[config.mk]
export PLATFORM = sky130hd
export DESIGN_NAME = adc_sample_conditioner_flat
export DESIGN_NICKNAME = d
export VERILOG_FILES = /design/src/rtl/waterfall_pkg.sv /design/src/rtl/adc_sample_conditioner_if.sv /design/src/rtl/dc_tracker.sv /design/src/rtl/adc_sample_conditioner.sv /design/src/flat_wrapper.sv
export SDC_FILE = /design/constraint.sdc
export NUM_CORES = 1
export LEC_CHECK = 0
export CAP_MARGIN = 20
export CORE_MARGIN = 2
export CORE_UTILIZATION = 45
export CTS_CLUSTER_DIAMETER = 150
export DETAILED_ROUTE_END_ITERATION = 10
export GPL_TIMING_DRIVEN = 0
export PLACE_DENSITY = 0.65
export SLEW_MARGIN = 20
export SYNTH_ARGS = -nofsm -noshare
export SYNTH_HDL_FRONTEND = slang
export SYNTH_SLANG_ARGS = --single-unit
[constraint.sdc]
create_clock -name clk -period 3.9 [get_ports clk]
set_input_delay 0.585 -clock clk [delete_from_list [all_inputs] [get_ports clk]]
set_output_delay 0.585 -clock clk [all_outputs]
set_load 0.05 [all_outputs]
[src/rtl/waterfall_pkg.sv]
// Shared constants for the waterfall datapath: ADC width, sdft sample width and midscale.
// Used by the top level, the sdft and the ADC sample conditioner.
package waterfall_pkg;

  localparam int SAMPLE_WIDTH = 12;
  localparam int DATA_W       = 8;
  localparam int MIDSCALE     = 1 << (DATA_W - 1);
  localparam int ADC_MIDSCALE = 1 << (SAMPLE_WIDTH - 1);

endpackage

[src/rtl/adc_sample_conditioner_if.sv]
// ADC-side strobe and sdft-side valid/ready handshake of the ADC sample conditioner.
interface adc_sample_conditioner_if #(
  parameter int SAMPLE_WIDTH = waterfall_pkg::SAMPLE_WIDTH,
  parameter int OUT_W        = waterfall_pkg::DATA_W
);

  logic [SAMPLE_WIDTH-1:0] adc_data;
  logic                    adc_valid;
  logic [OUT_W-1:0]        out_sample;
  logic                    out_valid;
  logic                    out_ready;
  logic                    overrun;
  logic                    clear_overrun;

  modport master (
    output adc_data, adc_valid, out_ready, clear_overrun,
    input  out_sample, out_valid, overrun
  );

  modport slave (
    input  adc_data, adc_valid, out_ready, clear_overrun,
    output out_sample, out_valid, overrun
  );

endinterface

[src/rtl/dc_tracker.sv]
// First-order DC tracker: subtracts the running DC estimate from each decimated sample
// and nudges the estimate toward the sample by 2^-DC_SHIFT of the difference.
module dc_tracker #(
  parameter int SAMPLE_WIDTH = waterfall_pkg::SAMPLE_WIDTH,
  parameter int DC_SHIFT     = 8
) (
  input  logic                           clk,
  input  logic                           resetn,
  input  logic [SAMPLE_WIDTH-1:0]        avg_i,
  input  logic                           s1v_i,
  output logic signed [SAMPLE_WIDTH:0]   ac_o,
  output logic                           s2v_o
);

  localparam int ACC_W = SAMPLE_WIDTH + DC_SHIFT;
  localparam logic [ACC_W-1:0] DC_RESET = ACC_W'(1) << (SAMPLE_WIDTH - 1 + DC_SHIFT);

  logic [ACC_W-1:0]               dcAcc_q, dcAcc_d;
  logic [SAMPLE_WIDTH-1:0]        dc;
  logic signed [SAMPLE_WIDTH:0]   ac_d, ac_q;
  logic                           s2v_q;

  // The estimate never leaves [0, 2^ACC_W) since dc_acc >= dc << DC_SHIFT, so no clamp is needed.
  always_comb begin
    dc      = SAMPLE_WIDTH'(dcAcc_q >> DC_SHIFT);
    ac_d    = $signed({1'b0, avg_i}) - $signed({1'b0, dc});
    dcAcc_d = dcAcc_q;
    if (s1v_i) begin
      dcAcc_d = dcAcc_q + ACC_W'(ac_d);
    end
  end

  always_ff @(posedge clk or negedge resetn) begin
    if (!resetn) begin
      dcAcc_q <= DC_RESET;
      ac_q    <= '0;
      s2v_q   <= 1'b0;
    end else begin
      dcAcc_q <= dcAcc_d;
      s2v_q   <= s1v_i;
      if (s1v_i) begin
        ac_q <= ac_d;
      end
    end
  end

  assign ac_o  = ac_q;
  assign s2v_o = s2v_q;

endmodule

[src/rtl/adc_sample_conditioner.sv]
// Boxcar-decimates the raw ADC stream, removes DC, scales/saturates to OUT_W bits and
// hands offset-binary samples to the sdft through a one-entry valid/ready register.
module adc_sample_conditioner #(
  parameter int SAMPLE_WIDTH = waterfall_pkg::SAMPLE_WIDTH,
  parameter int OUT_W        = waterfall_pkg::DATA_W,
  parameter int DECIM_LOG2   = 2,
  parameter int DC_SHIFT     = 8,
  parameter int GAIN_SHIFT   = 1
) (
  input logic                     clk,
  input logic                     resetn,
  adc_sample_conditioner_if.slave bus
);

  localparam int ACC_W = SAMPLE_WIDTH + DECIM_LOG2;
  localparam int CNT_W = (DECIM_LOG2 > 0) ? DECIM_LOG2 : 1;
  localparam logic [OUT_W-1:0] OUT_MID = OUT_W'(1) << (OUT_W - 1);
  localparam logic signed [SAMPLE_WIDTH:0] SAT_HI = (SAMPLE_WIDTH + 1)'((1 << (OUT_W - 1)) - 1);
  localparam logic signed [SAMPLE_WIDTH:0] SAT_LO = (SAMPLE_WIDTH + 1)'(-(1 << (OUT_W - 1)));

  logic [ACC_W-1:0]             acc_q, acc_d, sum;
  logic [CNT_W-1:0]             cnt_q, cnt_d;
  logic [SAMPLE_WIDTH-1:0]      avg_q, avg_d;
  logic                         s1v_q, s1v_d;
  logic                         blockDone;
  logic signed [SAMPLE_WIDTH:0] ac;
  logic                         s2v;
  logic signed [SAMPLE_WIDTH:0] sc;
  logic signed [OUT_W-1:0]      sat;
  logic [OUT_W-1:0]             outSample_q, outSample_d;
  logic                         outValid_q, outValid_d;
  logic                         overrun_q, overrun_d;

  // The strobe that finds cnt at all-ones closes the block; its sample joins the average.
  always_comb begin
    sum       = acc_q + ACC_W'(bus.adc_data);
    blockDone = (DECIM_LOG2 == 0) ? 1'b1 : (cnt_q == '1);
    acc_d     = acc_q;
    cnt_d     = cnt_q;
    avg_d     = avg_q;
    s1v_d     = 1'b0;
    if (bus.adc_valid) begin
      if (blockDone) begin
        acc_d = '0;
        cnt_d = '0;
        avg_d = SAMPLE_WIDTH'(sum >> DECIM_LOG2);
        s1v_d = 1'b1;
      end else begin
        acc_d = sum;
        cnt_d = cnt_q + CNT_W'(1);
      end
    end
  end

  always_ff @(posedge clk or negedge resetn) begin
    if (!resetn) begin
      acc_q <= '0;
      cnt_q <= '0;
      avg_q <= '0;
      s1v_q <= 1'b0;
    end else begin
      acc_q <= acc_d;
      cnt_q <= cnt_d;
      avg_q <= avg_d;
      s1v_q <= s1v_d;
    end
  end

  dc_tracker #(
    .SAMPLE_WIDTH(SAMPLE_WIDTH),
    .DC_SHIFT    (DC_SHIFT)
  ) u_dc_tracker (
    .clk   (clk),
    .resetn(resetn),
    .avg_i (avg_q),
    .s1v_i (s1v_q),
    .ac_o  (ac),
    .s2v_o (s2v)
  );

  // A transfer and a fresh load in the same cycle is a hand-over, not an overrun.
  always_comb begin
    sc = ac >>> GAIN_SHIFT;
    if (sc > SAT_HI) begin
      sat = OUT_W'(SAT_HI);
    end else if (sc < SAT_LO) begin
      sat = OUT_W'(SAT_LO);
    end else begin
      sat = OUT_W'(sc);
    end

    outSample_d = outSample_q;
    outValid_d  = outValid_q;
    overrun_d   = overrun_q;
    if (s2v) begin
      outSample_d = $unsigned(sat) + OUT_MID;
      outValid_d  = 1'b1;
      if (outValid_q && !bus.out_ready) begin
        overrun_d = 1'b1;
      end
    end else if (outValid_q && bus.out_ready) begin
      outValid_d = 1'b0;
    end
    if (bus.clear_overrun) begin
      overrun_d = 1'b0;
    end
  end

  always_ff @(posedge clk or negedge resetn) begin
    if (!resetn) begin
      outSample_q <= OUT_MID;
      outValid_q  <= 1'b0;
      overrun_q   <= 1'b0;
    end else begin
      outSample_q <= outSample_d;
      outValid_q  <= outValid_d;
      overrun_q   <= overrun_d;
    end
  end

  assign bus.out_sample = outSample_q;
  assign bus.out_valid  = outValid_q;
  assign bus.overrun    = overrun_q;

endmodule

[src/flat_wrapper.sv]
// flat-port wrapper written by rule: the top's interface ports become plain ports
module adc_sample_conditioner_flat 
#(
  parameter int SAMPLE_WIDTH = waterfall_pkg::SAMPLE_WIDTH,
  parameter int OUT_W        = waterfall_pkg::DATA_W,
  parameter int DECIM_LOG2   = 2,
  parameter int DC_SHIFT     = 8,
  parameter int GAIN_SHIFT   = 1
)
  (clk, resetn, bus_adc_data, bus_adc_valid, bus_out_ready, bus_clear_overrun, bus_out_sample, bus_out_valid, bus_overrun);
  adc_sample_conditioner_if #(.SAMPLE_WIDTH(SAMPLE_WIDTH), .OUT_W(OUT_W)) bus_i ();
  input logic clk;
  input logic resetn;
  input wire logic [$bits(bus_i.adc_data)-1:0] bus_adc_data;
  input wire logic [$bits(bus_i.adc_valid)-1:0] bus_adc_valid;
  input wire logic [$bits(bus_i.out_ready)-1:0] bus_out_ready;
  input wire logic [$bits(bus_i.clear_overrun)-1:0] bus_clear_overrun;
  output wire logic [$bits(bus_i.out_sample)-1:0] bus_out_sample;
  output wire logic [$bits(bus_i.out_valid)-1:0] bus_out_valid;
  output wire logic [$bits(bus_i.overrun)-1:0] bus_overrun;
  assign bus_i.adc_data = bus_adc_data;
  assign bus_i.adc_valid = bus_adc_valid;
  assign bus_i.out_ready = bus_out_ready;
  assign bus_i.clear_overrun = bus_clear_overrun;
  assign bus_out_sample = bus_i.out_sample;
  assign bus_out_valid = bus_i.out_valid;
  assign bus_overrun = bus_i.overrun;
  adc_sample_conditioner #(.SAMPLE_WIDTH(SAMPLE_WIDTH), .OUT_W(OUT_W), .DECIM_LOG2(DECIM_LOG2), .DC_SHIFT(DC_SHIFT), .GAIN_SHIFT(GAIN_SHIFT)) u_core (.clk(clk), .resetn(resetn), .bus(bus_i));
endmodule
==> flow_summary.json <==
{
  "cap_viol_max_count": 0,
  "die_x_um": 106,
  "rsz0062_at_grt": "yes",
  "yosysTopAreaCell": "dfrtp_1",
  "drive_above_1_share": 0.186,
  "synth.avg_cell_area_sq_um": 9.63,
  "top_layer_used": "met4",
  "dpl.cell_count": 645,
  "dp_slack_ns": -0.378,
  "period_needed_ns": 3.84,
  "endpoint_kind": "flop",
  "initial_utilization": 0.456,
  "outcome": "finished, final reports clean",
  "first_iter_violations": 189,
  "cp.arrival_ns": 4.08,
  "cpLargestDelayFamily": "compound AO/OA/AOI/OAI gates",
  "ys_types": 53,
  "dr_wl_met2_um": 5150,
  "async_flop_share": 1.00,
  "diodes": 0,
  "m1WireLength_um": 4720,
  "r2r_end": "u_core.u_dc_tracker.dcAcc_q[18]$_DFFE_PN0P_",
  "fin_util": 0.550,
  "num_rows": 37,
  "globalRouteOverflowTotal": 0,
  "ys.flop_type": "dfrtp_1",
  "port_buffers": 26,
  "path_cells": "ha_1 > nor2b_1 > o21ai_2 > a21boi_2 > o211ai_1 > nand2_1 > a21oi_2 > xnor2_2 > ha_4 > a2111oi_4 > o21ai_2 > a31oi_4 > o21ai_2 > o31a_1 > or3_1 > a31o_1",
  "r2r_start": "u_core.avg_q[1]$_DFFE_PN0P_",
  "synth-adder-area-share": 0.132,
  "slew_headroom": 0.522,
  "fin_nets": 598,
  "cts_tree": "built",
  "wl_per_cell_um": 15.4,
  "seq_area_frac_synth": 0.389,
  "synth_cells": 482,
  "worstSetupStartpoint": "u_core.avg_q[1]$_DFFE_PN0P_",
  "synth_xor_area_frac": 0.0717,
  "clock-sinks": 72,
  "drtAntennaViolNets": 0,
  "cp_max_fo": 4,
  "grt_pass1_wl_um": 17200,
  "hold_class": "in -> async",
  "drc": 0,
  "synth_area_leaders": "dfrtp_1 (38%), ha_1 (12%), xnor2_1 (5.3%), mux2_2 (5.1%), inv_1 (3.9%)",
  "fin_cells": 675,
  "wl_um": 10400,
  "yosysMostFrequentCell": "dfrtp_1",
  "firstDrtPassIters": 4,
  "track_usage": 0.195,
  "gp_congestion": 0.870,
  "dpl.hpwl_um": 7560,
  "htreeDepth": 3,
  "synth_top_family_by_area": "compound AO/OA/AOI/OAI gates",
  "setup_viol": 0,
  "die_y_um": 106,
  "slowest_delay_ns": 0.43,
  "vias": 3649,
  "worst-path-buf-inv": 0,
  "reg2reg_slack_ns": 0.06,
  "ys_seq_elements": 72,
  "via_per_inst": 5.41,
  "syn2layout_area_growth_pct": 20.6,
  "route.met3.wl_um": 405,
  "synthSimpleGateAreaFrac": 0.101,
  "grt_max_degree": 54,
  "drv_slew": 0,
  "fin_ws_ns": 0.0646,
  "core_area_sq_mm": 0.0102,
  "clk_latency_ns": 0.35,
  "synth_area_sq_mm": 0.00464,
  "max-clock-path-buffers": 2,
  "yosys_warnings": 0,
  "required_ns": 4.15,
  "fmax_ghz": 0.261,
  "numCtsBuffers": 9,
  "ys_top_cells_by_count": "dfrtp_1 (70), inv_1 (48), ha_1 (44)",
  "synthMuxAreaShare": 0.0639,
  "crit_cells": 16,
  "worstSetupPathType": "reg -> reg",
  "critPathCapture": "u_core.u_dc_tracker.dcAcc_q[18]$_DFFE_PN0P_",
  "hold_viol": 0,
  "clkTransAtPathRegs_ns": 0.09,
  "timing.final.crit_share": 0.983,
  "synth_edf_count": 0,
  "num_io_pins": 27,
  "skew_ns": 0.0144,
  "worstSetupStartpointType": "flop",
  "grt_pass1_vias": 3675,
  "cp_common_cell": "o21ai_2",
  "synth_top_area_frac": 0.377,
  "synth_compound_area_frac": 0.195,
  "antenna_found_initial": 0,
  "die_area_sq_mm": 0.0111,
  "ff2ff_path_depth": 16,
  "finalSetupTns_ns": 0,
  "crit_slowest_cell": "dfrtp_1",
  "cts_root_buffer": "clkbuf_8",
  "synth_fp_nets": 546,
  "worstMarginPinSlew_ns": 0.717
}
[area by class of cell]
class,count,area [sq um]
clock buffer,9,124
tap,136,170
inverter,48,180
buffer,10,41.3
fill,908,4590
multi-input combinational,352,2800
clock inverter,7,80.1
timing repair buffer,41,394
sequential,72,1800
[worst min path at each step]
stage,slack (ns),endpoint,startpoint,cells past startpoint
after floorplan,0.29,u_core.acc_q[0]$_DFFE_PN0P_,resetn,0
after global routing,0.11,u_core.bus.out_sample[3]$_DFFE_PN0P_,resetn,1
final,0.11,u_core.u_dc_tracker.dcAcc_q[6]$_DFFE_PN0P_,resetn,1
after CTS,0.12,u_core.u_dc_tracker.dcAcc_q[6]$_DFFE_PN0P_,resetn,1
after detailed placement,0.41,u_core.u_dc_tracker.s2v_o$_DFF_PN0_,u_core.s1v_q$_DFF_PN0_,0
after global placement,0.42,u_core.u_dc_tracker.s2v_o$_DFF_PN0_,u_core.s1v_q$_DFF_PN0_,0
[sequential cells by signal, indices dropped and copies added (netlist names)]
| register | count |
|---|---|
| u_core.s1v_q | 1 |
| u_core.bus.out_valid | 1 |
| u_core.u_dc_tracker.dcAcc_q | 20 |
| u_core.bus.out_sample | 8 |
| u_core.avg_q | 12 |
| u_core.acc_q | 14 |
| u_core.u_dc_tracker.ac_o | 12 |
| u_core.cnt_q | 2 |
| u_core.bus.overrun | 1 |
| u_core.u_dc_tracker.s2v_o | 1 |
[placed cells by master, fill, tap and decap left out, drive strengths merged, types with 10 or more instances in the layout]
master	synthesis	routed
dfrtp	70	70
nor2b	12	12
clkdlybuf4s50	0	25
xor2	10	10
mux2	21	21
clkbuf	10	19
a21o	13	13
a21oi	34	34
buf	0	16
nand2	34	34
o22ai	16	16
inv	48	50
xnor2	28	28
o21ai	38	38
ha	44	44
nor2	30	30
[cell families after synthesis]
kind of cell,count (synthesis)
buf+inv,58
xor+xnor,38
flops,72
compound gates,139
fa+ha+maj,47
mux,27
simple gates,101
[routing by layer]
metal / GRT usage / up-vias
li1: - / 1793
met1: 0.243 / 1769
met2: 0.331 / 71
met3: 0.0470 / 16
met4: 0.0639 / 0
met5: 0 / -
[through the flow]
step,hold WS (ns),area (sq um)
after floorplan,0.289,4640
after global placement,0.417,5070
after detailed placement,0.409,5100
after CTS,0.117,5420
after global routing,0.113,5600
final,0.110,5600
[timing repair]
| action | 4_1_cts | 5_1_grt |
|---|---|---|
| endpoints found under the setup margin | 6 | 8 |
| pin swaps | 8 | 24 |
| hold buffers | 0 | 0 |
| buffers inserted | 7 | 7 |
| resized for setup | 16 | 30 |
Power is left out: the tool's default activity adds up to more than one toggle a clock period on the data nets, which glitch-free logic cannot reach.
